**src/rtl/levinson_pkg.sv**
```systemverilog
// Shared definitions for the sequential reflection-coefficient unit.
// Provides the controller state encoding, format-derived sizing helpers
// and the saturation bit patterns for a W-bit two's-complement k.
package levinson_pkg;

    typedef enum logic [1:0] {
        IDLE = 2'd0,
        DIV  = 2'd1,
        FIN  = 2'd2,
        DONE = 2'd3
    } state_t;

    // Left shift applied to |q| so the integer quotient lands in k's format.
    function automatic int calc_shift(input int unsigned k_frac,
                                      input int unsigned e_frac,
                                      input int unsigned q_frac);
        return int'(k_frac) + int'(e_frac) - int'(q_frac);
    endfunction

    // Number of restoring steps: one per numerator bit.
    function automatic int unsigned calc_iter(input int unsigned w,
                                              input int unsigned shift);
        return w + shift;
    endfunction

    // Largest positive k, as a bit pattern in the low w bits.
    function automatic logic [63:0] k_max_bits(input int unsigned w);
        return (64'd1 << (w - 1)) - 64'd1;
    endfunction

    // Most negative k, as a bit pattern in the low w bits.
    function automatic logic [63:0] k_min_bits(input int unsigned w);
        return 64'd1 << (w - 1);
    endfunction

endpackage

```
**src/rtl/levinson_divstep.sv**
```systemverilog
// One combinational radix-2 restoring division step.
// Ports:
//   rem_in  [W-1:0]  partial remainder entering the step (always < divisor)
//   bit_in           next numerator bit, MSB first
//   divisor [W-1:0]  unsigned divisor
//   rem_out [W-1:0]  partial remainder after the step
//   qbit             quotient bit produced by the step
module levinson_divstep #(
    parameter int unsigned W = 32
) (
    input  logic [W-1:0] rem_in,
    input  logic         bit_in,
    input  logic [W-1:0] divisor,
    output logic [W-1:0] rem_out,
    output logic         qbit
);

    logic [W:0] w_trial;

    // Trial remainder needs one extra bit; the result always fits back in W.
    always_comb begin
        w_trial = {rem_in, bit_in};
        qbit    = (w_trial >= {1'b0, divisor});
        rem_out = qbit ? W'(w_trial - {1'b0, divisor}) : W'(w_trial);
    end

endmodule

```
**src/rtl/levinson_k_seq.sv**
```systemverilog
// Sequential reflection-coefficient unit: k = -q/e with a restoring divider.
// Ports:
//   clk, rst              rising-edge clock, synchronous active-high reset
//   in_valid/in_ready     operand handshake (in_ready only while idle)
//   e [W-1:0]             unsigned error energy, E_FRAC fractional bits
//   q [W-1:0]             signed correlation term, Q_FRAC fractional bits
//   in_tag [TAG_W-1:0]    tag carried through to out_tag
//   out_valid/out_ready   result handshake, result held under backpressure
//   k [W-1:0]             signed reflection coefficient, K_FRAC fractional bits
//   out_tag [TAG_W-1:0]   tag of the result
//   sat                   result was clipped to K_MAX/K_MIN
//   dz                    e was zero, k forced to 0
module levinson_k_seq
    import levinson_pkg::*;
#(
    parameter int unsigned W      = 32,
    parameter int unsigned E_FRAC = 34,
    parameter int unsigned Q_FRAC = 33,
    parameter int unsigned K_FRAC = 31,
    parameter int unsigned TAG_W  = 4
) (
    input  logic             clk,
    input  logic             rst,
    input  logic             in_valid,
    output logic             in_ready,
    input  logic [W-1:0]     e,
    input  logic [W-1:0]     q,
    input  logic [TAG_W-1:0] in_tag,
    output logic             out_valid,
    input  logic             out_ready,
    output logic [W-1:0]     k,
    output logic [TAG_W-1:0] out_tag,
    output logic             sat,
    output logic             dz
);

    localparam int          SHIFT_S = calc_shift(K_FRAC, E_FRAC, Q_FRAC);
    localparam int unsigned SHIFT   = (SHIFT_S < 0) ? 0 : SHIFT_S;
    localparam int unsigned ITER    = calc_iter(W, SHIFT);
    localparam int unsigned CNT_W   = $clog2(ITER + 1);

    localparam logic [W-1:0]    K_MAX   = W'(k_max_bits(W));
    localparam logic [W-1:0]    K_MIN   = W'(k_min_bits(W));
    // Quotient magnitude limits for the negative and positive result ranges.
    localparam logic [ITER-1:0] LIM_NEG = ITER'(1) << (W - 1);
    localparam logic [ITER-1:0] LIM_POS = LIM_NEG - ITER'(1);

    if (SHIFT_S < 0) begin : g_bad_format
        $error("levinson_k_seq: K_FRAC + E_FRAC - Q_FRAC must not be negative");
    end

    state_t             r_state;
    state_t             w_state_nxt;
    logic               w_accept;
    logic               w_step;
    logic               w_fin;
    logic               w_release;

    logic [ITER-1:0]    r_nq;       // numerator shifts out MSB, quotient shifts in LSB
    logic [W-1:0]       r_rem;
    logic [W-1:0]       r_e;
    logic               r_sign;
    logic [TAG_W-1:0]   r_tag;
    logic [CNT_W-1:0]   r_cnt;

    logic               r_in_ready;
    logic               r_out_valid;
    logic [W-1:0]       r_k;
    logic [TAG_W-1:0]   r_out_tag;
    logic               r_sat;
    logic               r_dz;

    logic [W-1:0]       w_abs_q;
    logic [W-1:0]       w_rem_nxt;
    logic               w_qbit;
    logic [W-1:0]       w_k_res;
    logic               w_sat_res;
    logic               w_dz_res;

    // |q|: the most negative value maps to 2^(W-1), which still fits unsigned.
    assign w_abs_q = q[W-1] ? W'(-q) : q;

    levinson_divstep #(.W(W)) u_divstep (
        .rem_in  (r_rem),
        .bit_in  (r_nq[ITER-1]),
        .divisor (r_e),
        .rem_out (w_rem_nxt),
        .qbit    (w_qbit)
    );

    // Controller state register.
    always_ff @(posedge clk) begin
        if (rst) begin
            r_state <= IDLE;
        end else begin
            r_state <= w_state_nxt;
        end
    end

    // Next state and datapath strobes.
    always_comb begin
        w_state_nxt = r_state;
        w_accept    = 1'b0;
        w_step      = 1'b0;
        w_fin       = 1'b0;
        w_release   = 1'b0;
        case (r_state)
            IDLE: begin
                if (in_valid && r_in_ready) begin
                    w_accept    = 1'b1;
                    w_state_nxt = DIV;
                end
            end
            DIV: begin
                if (r_cnt == CNT_W'(ITER)) begin
                    w_state_nxt = FIN;
                end else begin
                    w_step = 1'b1;
                end
            end
            FIN: begin
                w_fin       = 1'b1;
                w_state_nxt = DONE;
            end
            DONE: begin
                if (out_ready) begin
                    w_release   = 1'b1;
                    w_state_nxt = IDLE;
                end
            end
            default: w_state_nxt = IDLE;
        endcase
    end

    // Sign application, saturation and divide-by-zero override on the quotient.
    always_comb begin
        w_k_res   = '0;
        w_sat_res = 1'b0;
        w_dz_res  = (r_e == '0);
        if (w_dz_res) begin
            w_k_res = '0;
        end else if (!r_sign) begin
            if (r_nq > LIM_NEG) begin
                w_k_res   = K_MIN;
                w_sat_res = 1'b1;
            end else begin
                w_k_res = W'(-r_nq[W-1:0]);
            end
        end else begin
            if (r_nq > LIM_POS) begin
                w_k_res   = K_MAX;
                w_sat_res = 1'b1;
            end else begin
                w_k_res = r_nq[W-1:0];
            end
        end
    end

    // Operand capture and iterative divide.
    always_ff @(posedge clk) begin
        if (w_accept) begin
            r_nq   <= ITER'(w_abs_q) << SHIFT;
            r_rem  <= '0;
            r_e    <= e;
            r_sign <= q[W-1];
            r_tag  <= in_tag;
            r_cnt  <= '0;
        end else if (w_step) begin
            r_nq  <= {r_nq[ITER-2:0], w_qbit};
            r_rem <= w_rem_nxt;
            r_cnt <= r_cnt + CNT_W'(1);
        end
    end

    // Registered handshake and result outputs.
    always_ff @(posedge clk) begin
        if (rst) begin
            r_in_ready  <= 1'b1;
            r_out_valid <= 1'b0;
            r_k         <= '0;
            r_out_tag   <= '0;
            r_sat       <= 1'b0;
            r_dz        <= 1'b0;
        end else begin
            if (w_accept) begin
                r_in_ready <= 1'b0;
            end
            if (w_fin) begin
                r_out_valid <= 1'b1;
                r_k         <= w_k_res;
                r_out_tag   <= r_tag;
                r_sat       <= w_sat_res;
                r_dz        <= w_dz_res;
            end
            if (w_release) begin
                r_out_valid <= 1'b0;
                r_in_ready  <= 1'b1;
            end
        end
    end

    assign in_ready  = r_in_ready;
    assign out_valid = r_out_valid;
    assign k         = r_k;
    assign out_tag   = r_out_tag;
    assign sat       = r_sat;
    assign dz        = r_dz;

endmodule

```
**config.mk**
```make
export PLATFORM = sky130hd
export DESIGN_NAME = levinson_k_seq
export DESIGN_NICKNAME = d
export VERILOG_FILES = /design/src/rtl/levinson_pkg.sv /design/src/rtl/levinson_divstep.sv /design/src/rtl/levinson_k_seq.sv
export SDC_FILE = /design/constraint.sdc
export NUM_CORES = 1
export LEC_CHECK = 0
export BUFFER_PORTS_ARGS = -buffer_cell sky130_fd_sc_hd__buf_2
export CAP_MARGIN = 20
export CORE_UTILIZATION = 50
export CTS_CLUSTER_SIZE = 14
export DETAILED_ROUTE_END_ITERATION = 6
export GPL_ROUTABILITY_DRIVEN = 1
export GPL_TIMING_DRIVEN = 0
export PLACE_DENSITY_LB_ADDON = 0.2
export SYNTH_ARGS = -nofsm -noshare
export SYNTH_HDL_FRONTEND = slang
export SYNTH_SLANG_ARGS = --single-unit
export TNS_END_PERCENT = 1
```
**constraint.sdc**
```tcl
create_clock -name clk -period 3.15 [get_ports clk]
set_clock_uncertainty 0.05 [all_clocks]
set_input_delay 0.4725 -clock clk [delete_from_list [all_inputs] [get_ports clk]]
set_output_delay 0.4725 -clock clk [all_outputs]
set_load 0.05 [all_outputs]
```
==> flow_summary.yaml, run 1 <==
global_routing:
  grt_max_degree: 36
  gr-total-overflow: 0
  antenna_found_initial: 0
  grt_use_total_pct: 26.4
  grt_pass1_wl_um: 45700
  grt_pass1_vias: 9114
yosys:
  async_flop_share_pct: 0
  synth-compound-area-share_pct: 22.3
  synth_top_family_by_area: "compound AO/OA/AOI/OAI gates"
  synth_top_area_share_pct: 21.5
  synth_top_cell_by_area: "dfxtp_1"
  ys_types: 68
  synth_commonest_cells: "nand2_1 (169), o21ai_0 (134), dfxtp_1 (113)"
  synth_edf_count: 69
  syn-num-nets: 1375
  syn_avg_cell_area_um2: 8.32
  synth_fa_ha_area_share_pct: 4.96
  ys.flop_type: "dfxtp_1"
  yosys_warnings: 0
  synth_mux_area_share_pct: 1.43
  ys_top_cells_by_area: "dfxtp_1 (22%), edfxtp_1 (20%), o21ai_0 (6.4%), nand2_1 (6.0%), ha_1 (4.8%)"
  synth-simple-area-share_pct: 20.2
  yosysSeqAreaShare_pct: 41.3
  yosysMostFrequentCell: "nand2_1"
  synth-seq-cells: 182
  synthesis.instances: 1262
  synth-xor-area-share_pct: 4.92
  netlist_area_mm2: 0.0105
sta:
  drv_slew: 0
  finalSetupViolCount: 0
  fin_setup_tns_ns: 0
  fmax_mhz: 324
  timing.final.crit_share_pct: 98.1
  slew-limit-headroom_pct: 34.8
  worst_slew_pin_slew_ns: 0.968
  min_period_ns: 3.09
  rsz0062_at_grt: "yes"
  hold_viol_final: 0
clock_tree:
  htreeDepth: 4
  clk_latency_ns: 0.44
  cts_tree: "done"
  numCtsBuffers: 17
  cts_hold_buf: 0
  ctsLongestPathBuffers: 2
  cts_sinks: 182
  root_buffer: "clkbuf_16"
  path_clk_slew_ns: 0.08
placement:
  port_buffers: 110
  hpwl_um: 20900
  placed_cells: 1644
  gp_congestion: 0.913
floorplanning:
  die_h_um: 147
  placementRows: 52
  pin_count: 112
  start_util_pct: 51.4
  fp.dieW_um: 147
  core_mm2: 0.0204
  die_area_mm2: 0.0216
critical_path:
  cp_max_fo: 8
  criticalPathCategory: "flop to flop"
  cp-end-kind: "flop"
  r2r-start: "r_nq[23]$_SDFFE_PP0P_"
  cp.required_ns: 3.47
  critPathLaunchType: "flop"
  cpMostUsedCell: "or4_4"
  startpoint: "r_nq[23]$_SDFFE_PP0P_"
  critical_path.slowest_cell: "or4_4"
  arrival_ns: 3.41
  cp_cell_sequence: "buf_6 -> or4_4 -> or4_4 -> or4_4 -> o21ai_2 -> nand4_1 -> a21boi_4 -> buf_4 -> o211ai_1 -> a21oi_1"
  max_stage_delay_ns: 0.53
final_layout:
  syn2layout_area_growth_pct: 15.5
  finalNonFillerCells: 1674
  utilization_pct: 59.4
  n_fill_cell: 1906
  drive_gt1_share_pct: 13.4
  num_antenna_cells: 0
  nNetsFinal: 1504
run:
  max-cap-violations: 0
detailed_routing:
  vias: 9884
  wl_per_cell_um: 17.0
  via_per_inst: 5.90
  drt_wl_total_um: 28500
  drtIter0Drc: 830
  firstDrtPassIters: 5
  route.detailed.drc: 0
  antenna_left: 0
hold_path:
  hold_class: "input pin to flop"
  holdCritStartpoint: "e[11]"
pwr:
  power_density_mw_per_mm2: 882
  p_leak_nw: 4.83
  vdd_ir_drop_max_uv: 374
  finalPower_mw: 10.7
outcome:
  status: "completed"
==> area by class of cell <==
cell class	count	area [um^2]	area share (%)
well taps	270	338	2.78
repair buffers	116	628	5.18
clock inverters	14	130	1.07
flip-flops and latches	182	4340	35.7
multi-input cells	946	5730	47.2
plain buffers	72	308	2.54
clock buffers	18	450	3.71
inverters	56	210	1.73
==> critical path, delay by kind of cell, from the launching register on <==
family / cells / cell delay, ns
AO/OA/AOI/OAI: 4 / 0.70
buffers and inverters: 2 / 0.33
flip-flops: 1 / 0.31
AND/OR/NAND/NOR: 4 / 1.61
==> final timing paths <==
check                      endpoint  slack, ns  depth (start not counted)
setup / recovery  k[7]$_SDFFE_PP0P_       0.06                         10
setup reg to reg  k[7]$_SDFFE_PP0P_       0.06                         10
hold reg to reg    sat$_SDFFE_PP0P_       0.42                          2
hold / removal    r_e[11]$_DFFE_PP_       0.15                          1
==> flip-flops by register name, summed over array words and instances (netlist names) <==
signal / count
r_tag: 4
out_tag: 4
r_sign: 1
r_rem: 32
r_state: 2
r_e: 32
k: 32
dz: 1
sat: 1
out_valid: 1
r_cnt: 7
r_nq: 64
in_ready: 1
==> placed cells by master (no fill, tap or decap), types with 15 or more instances in the layout <==
cell type  count
nand3_1       45
nand4_1       16
a22oi_1       18
nor3_1        25
xor2_1        45
a31oi_1       22
nor2_1        90
ha_1          40
inv_1         54
o21ai_0      131
nand2b_1      15
clkbuf_1      59
buf_2        111
nor4_1        19
o31ai_1       16
dfxtp_1      112
nand2_1      168
mux2i_1       15
a21oi_1       94
clkbuf_16     18
edfxtp_1      69
==> through the flow <==
stage | instance area (um^2) | hold WS, ns | worst slack (ns)
2_1_floorplan | 10500 | 0.406 | 0.196
3_3_place_gp | 11400 | 0.407 | -0.384
3_5_place_dp | 11400 | 0.415 | -0.451
4_1_cts | 12000 | 0.145 | -0.0577
5_1_grt | 12100 | 0.138 | -0.0245
6_report | 12100 | 0.153 | 0.0607
==> cell families (layout without fill, tap and decap cells) <==
family                   Yosys count  count (layout)
AND/OR/NAND/NOR                  449             449
AO/OA/AOI/OAI                    382             382
adder cells (fa/ha/maj)           41              41
XOR/XNOR                          59              59
multiplexers                      15              15
flip-flops                       182             182
buffers and inverters            134             276
==> metal layers <==
layer  vias up  share of wire [%]  track usage, %
li1       4846                  -               -
met1      4632                 46            36.4
met3        35                6.8            4.88
met4         0                1.6            7.73
met2       371                 46            42.1
met5         -                  0               0
==> what timing repair did <==
item                                   4_1_cts  5_1_grt
gates resized for setup                      2       36
cloned                                       0        1
setup endpoints to repair                   41       59
setup buffers                                0        3
endpoints found under the hold margin        0        0
pin swaps                                    1        5
==> power by group <==
part	internal [mW]	leakage [nW]	total, mW	switching (mW)
Combinational	1.70	2.95	4.98	3.28
Sequential	3.20	1.59	3.59	0.388
Clock	1.10	0.291	2.13	1.03
Total	6.00	4.83	10.7	4.69
(Power assumes the default switching activity.)
==> run 2: changes to the inputs <==
--- a/config.mk
+++ b/config.mk
@@ -7,7 +7,7 @@
 export LEC_CHECK = 0
 export BUFFER_PORTS_ARGS = -buffer_cell sky130_fd_sc_hd__buf_2
 export CAP_MARGIN = 20
-export CORE_UTILIZATION = 50
+export CORE_UTILIZATION = 60
 export CTS_CLUSTER_SIZE = 14
 export DETAILED_ROUTE_END_ITERATION = 6
 export GPL_ROUTABILITY_DRIVEN = 1
==> run 2 against run 1 <==
Net effect: the run now ends with setup timing left; largest cell class unchanged; worst setup slack worse by 0.15 ns; register-to-register slack worse by 0.15 ns; cell count down 2.6%; largest power group unchanged; sequential share of layout area increased by 0.29 points; critical endpoint is now k[27]$_SDFFE_PP0P_; clock power is essentially flat; clock-buffer cell count grew 2; maximum frequency fell by 4.8%; die area fell by 16%.
==> flow_summary.yaml, run 2 (synthesized netlist as in run 1, its figures left out) <==
pwr:
  finalPower_mw: 10.7
  p_leak_nw: 4.81
  vdd_ir_drop_max_uv: 610
  power_density_mw_per_mm2: 890
global_routing:
  gr-usage-met3_pct: 6.01
  grt_use_met2_pct: 53.7
  grt_pass1_vias: 9438
  antenna_found_initial: 0
  grt_max_degree: 33
  gr-total-overflow: 0
  grt_use_total_pct: 32.8
  grt_pass1_wl_um: 46700
  busiest_layer: "met2"
  use_met1_pct: 43.7
critical_path:
  cp-end-kind: "flop"
  arrival_ns: 3.58
  cp.required_ns: 3.48
  cp_max_fo: 10
  criticalPathCategory: "flop to flop"
  critPathLaunchType: "flop"
clock_tree:
  numCtsBuffers: 17
  htreeDepth: 4
  clk_latency_ns: 0.45
  cts_tree: "done"
  root_buffer: "clkbuf_16"
  path_clk_slew_ns: 0.07
  cts_sinks: 182
  ctsLongestPathBuffers: 2
final_layout:
  num_antenna_cells: 0
  final_cell_mix: "nand2_1 (168), o21ai_0 (133), dfxtp_1 (113)"
  syn2layout_area_growth_pct: 14.5
  nNetsFinal: 1506
  largest_reg_flops: 64
  drive_gt1_share_pct: 12.7
  finalNonFillerCells: 1631
  regMostFlops: "r_nq"
  final_common_cell: "nand2_1"
  utilization_pct: 70.0
detailed_routing:
  drt_wl_total_um: 28500
  wl_per_cell_um: 17.5
  drtIter0Drc: 993
  vias: 10100
  firstDrtPassIters: 6
  via_per_inst: 6.19
  route.detailed.drc: 0
  antenna_left: 0
sta:
  finalSetupViolCount: 22
  min_period_ns: 3.24
  timing.final.crit_share_pct: 103
  fmax_mhz: 308
  drv_slew: 0
  rsz0062_at_grt: "yes"
  slew-limit-headroom_pct: 33.3
  hold_viol_final: 0
  worst_slew_pin_slew_ns: 0.989
  setup_ws_ns: -0.0935
floorplanning:
  core_mm2: 0.0172
  die_area_mm2: 0.0180
  placementRows: 48
  start_util_pct: 61.1
  pin_count: 112
  die_h_um: 134
  fp.dieW_um: 134
hold_path:
  hold_class: "input pin to flop"
placement:
  gp_congestion: 0.965
  pre_cts_ws_ns: -0.516
  placed_cells: 1598
  port_buffers: 110
  hpwl_um: 20700
run:
  max-cap-violations: 0
outcome:
  violations: "setup timing"
  status: "finished, violations left"
run 2: cell type report:
type,instances,area (um^2)
multi-input combinational,946,5690
sequential,182,4330
buffer,77,318
timing repair buffer,113,606
fill,1417,5150
clock inverter,12,105
clock buffer,20,489
tap,225,282
inverter,56,210
run 2: final timing paths:
check | startpoint | end | slack (ns) | depth (start not counted)
worst min register to register | k[29]$_SDFFE_PP0P_ | k[29]$_SDFFE_PP0P_ | 0.42 | 2
worst min-delay path | in_tag[0] | r_tag[0]$_DFFE_PP_ | 0.14 | 1
worst max-delay path | r_nq[23]$_SDFFE_PP0P_ | k[27]$_SDFFE_PP0P_ | -0.09 | 10
worst max register to register | r_nq[23]$_SDFFE_PP0P_ | k[27]$_SDFFE_PP0P_ | -0.09 | 10
run 2: what timing repair did:
action	4_1_cts	5_1_grt
pin swaps	1	2
hold endpoints to repair	0	0
buffers inserted	0	1
resized for setup	9	8
hold buffers	0	0
endpoints found under the setup margin	57	56
run 2: metrics by stage:
| step | instance area [um^2] | setup TNS, ns | hold slack, ns |
|---|---|---|---|
| after floorplan | 10500 | 0 | 0.406 |
| after global placement | 11300 | -14.69 | 0.403 |
| after detailed placement | 11400 | -6.91 | 0.408 |
| after CTS | 12000 | -0.284 | 0.137 |
| after global routing | 12000 | -4.99 | 0.131 |
| final | 12000 | -1.14 | 0.142 |
run 2: critical path, stage by stage (launching register included):
cell and delay, ns:
dfxtp_1 0.32, buf_6 0.13, or4_4 0.53, or4_1 0.44, or4_4 0.55, o21ai_1 0.15
nand4_1 0.19, a21boi_2 0.27, buf_2 0.31, a22oi_1 0.12, nor2_1 0.12
run 2: layer usage:
| layer | vias up | wire length [um] |
|---|---|---|
| li1 | 4862 | - |
| met1 | 4733 | 12400 |
| met2 | 434 | 13400 |
| met3 | 59 | 2140 |
| met4 | 0 | 614 |
| met5 | - | 0 |
run 2: power breakdown:
| group | internal, mW | switching [mW] | total [mW] |
|---|---|---|---|
| clock | 1.15 | 0.994 | 2.14 |
| sequential | 3.20 | 0.397 | 3.60 |
| combinational | 1.67 | 3.29 | 4.96 |
| total | 6.03 | 4.68 | 10.7 |
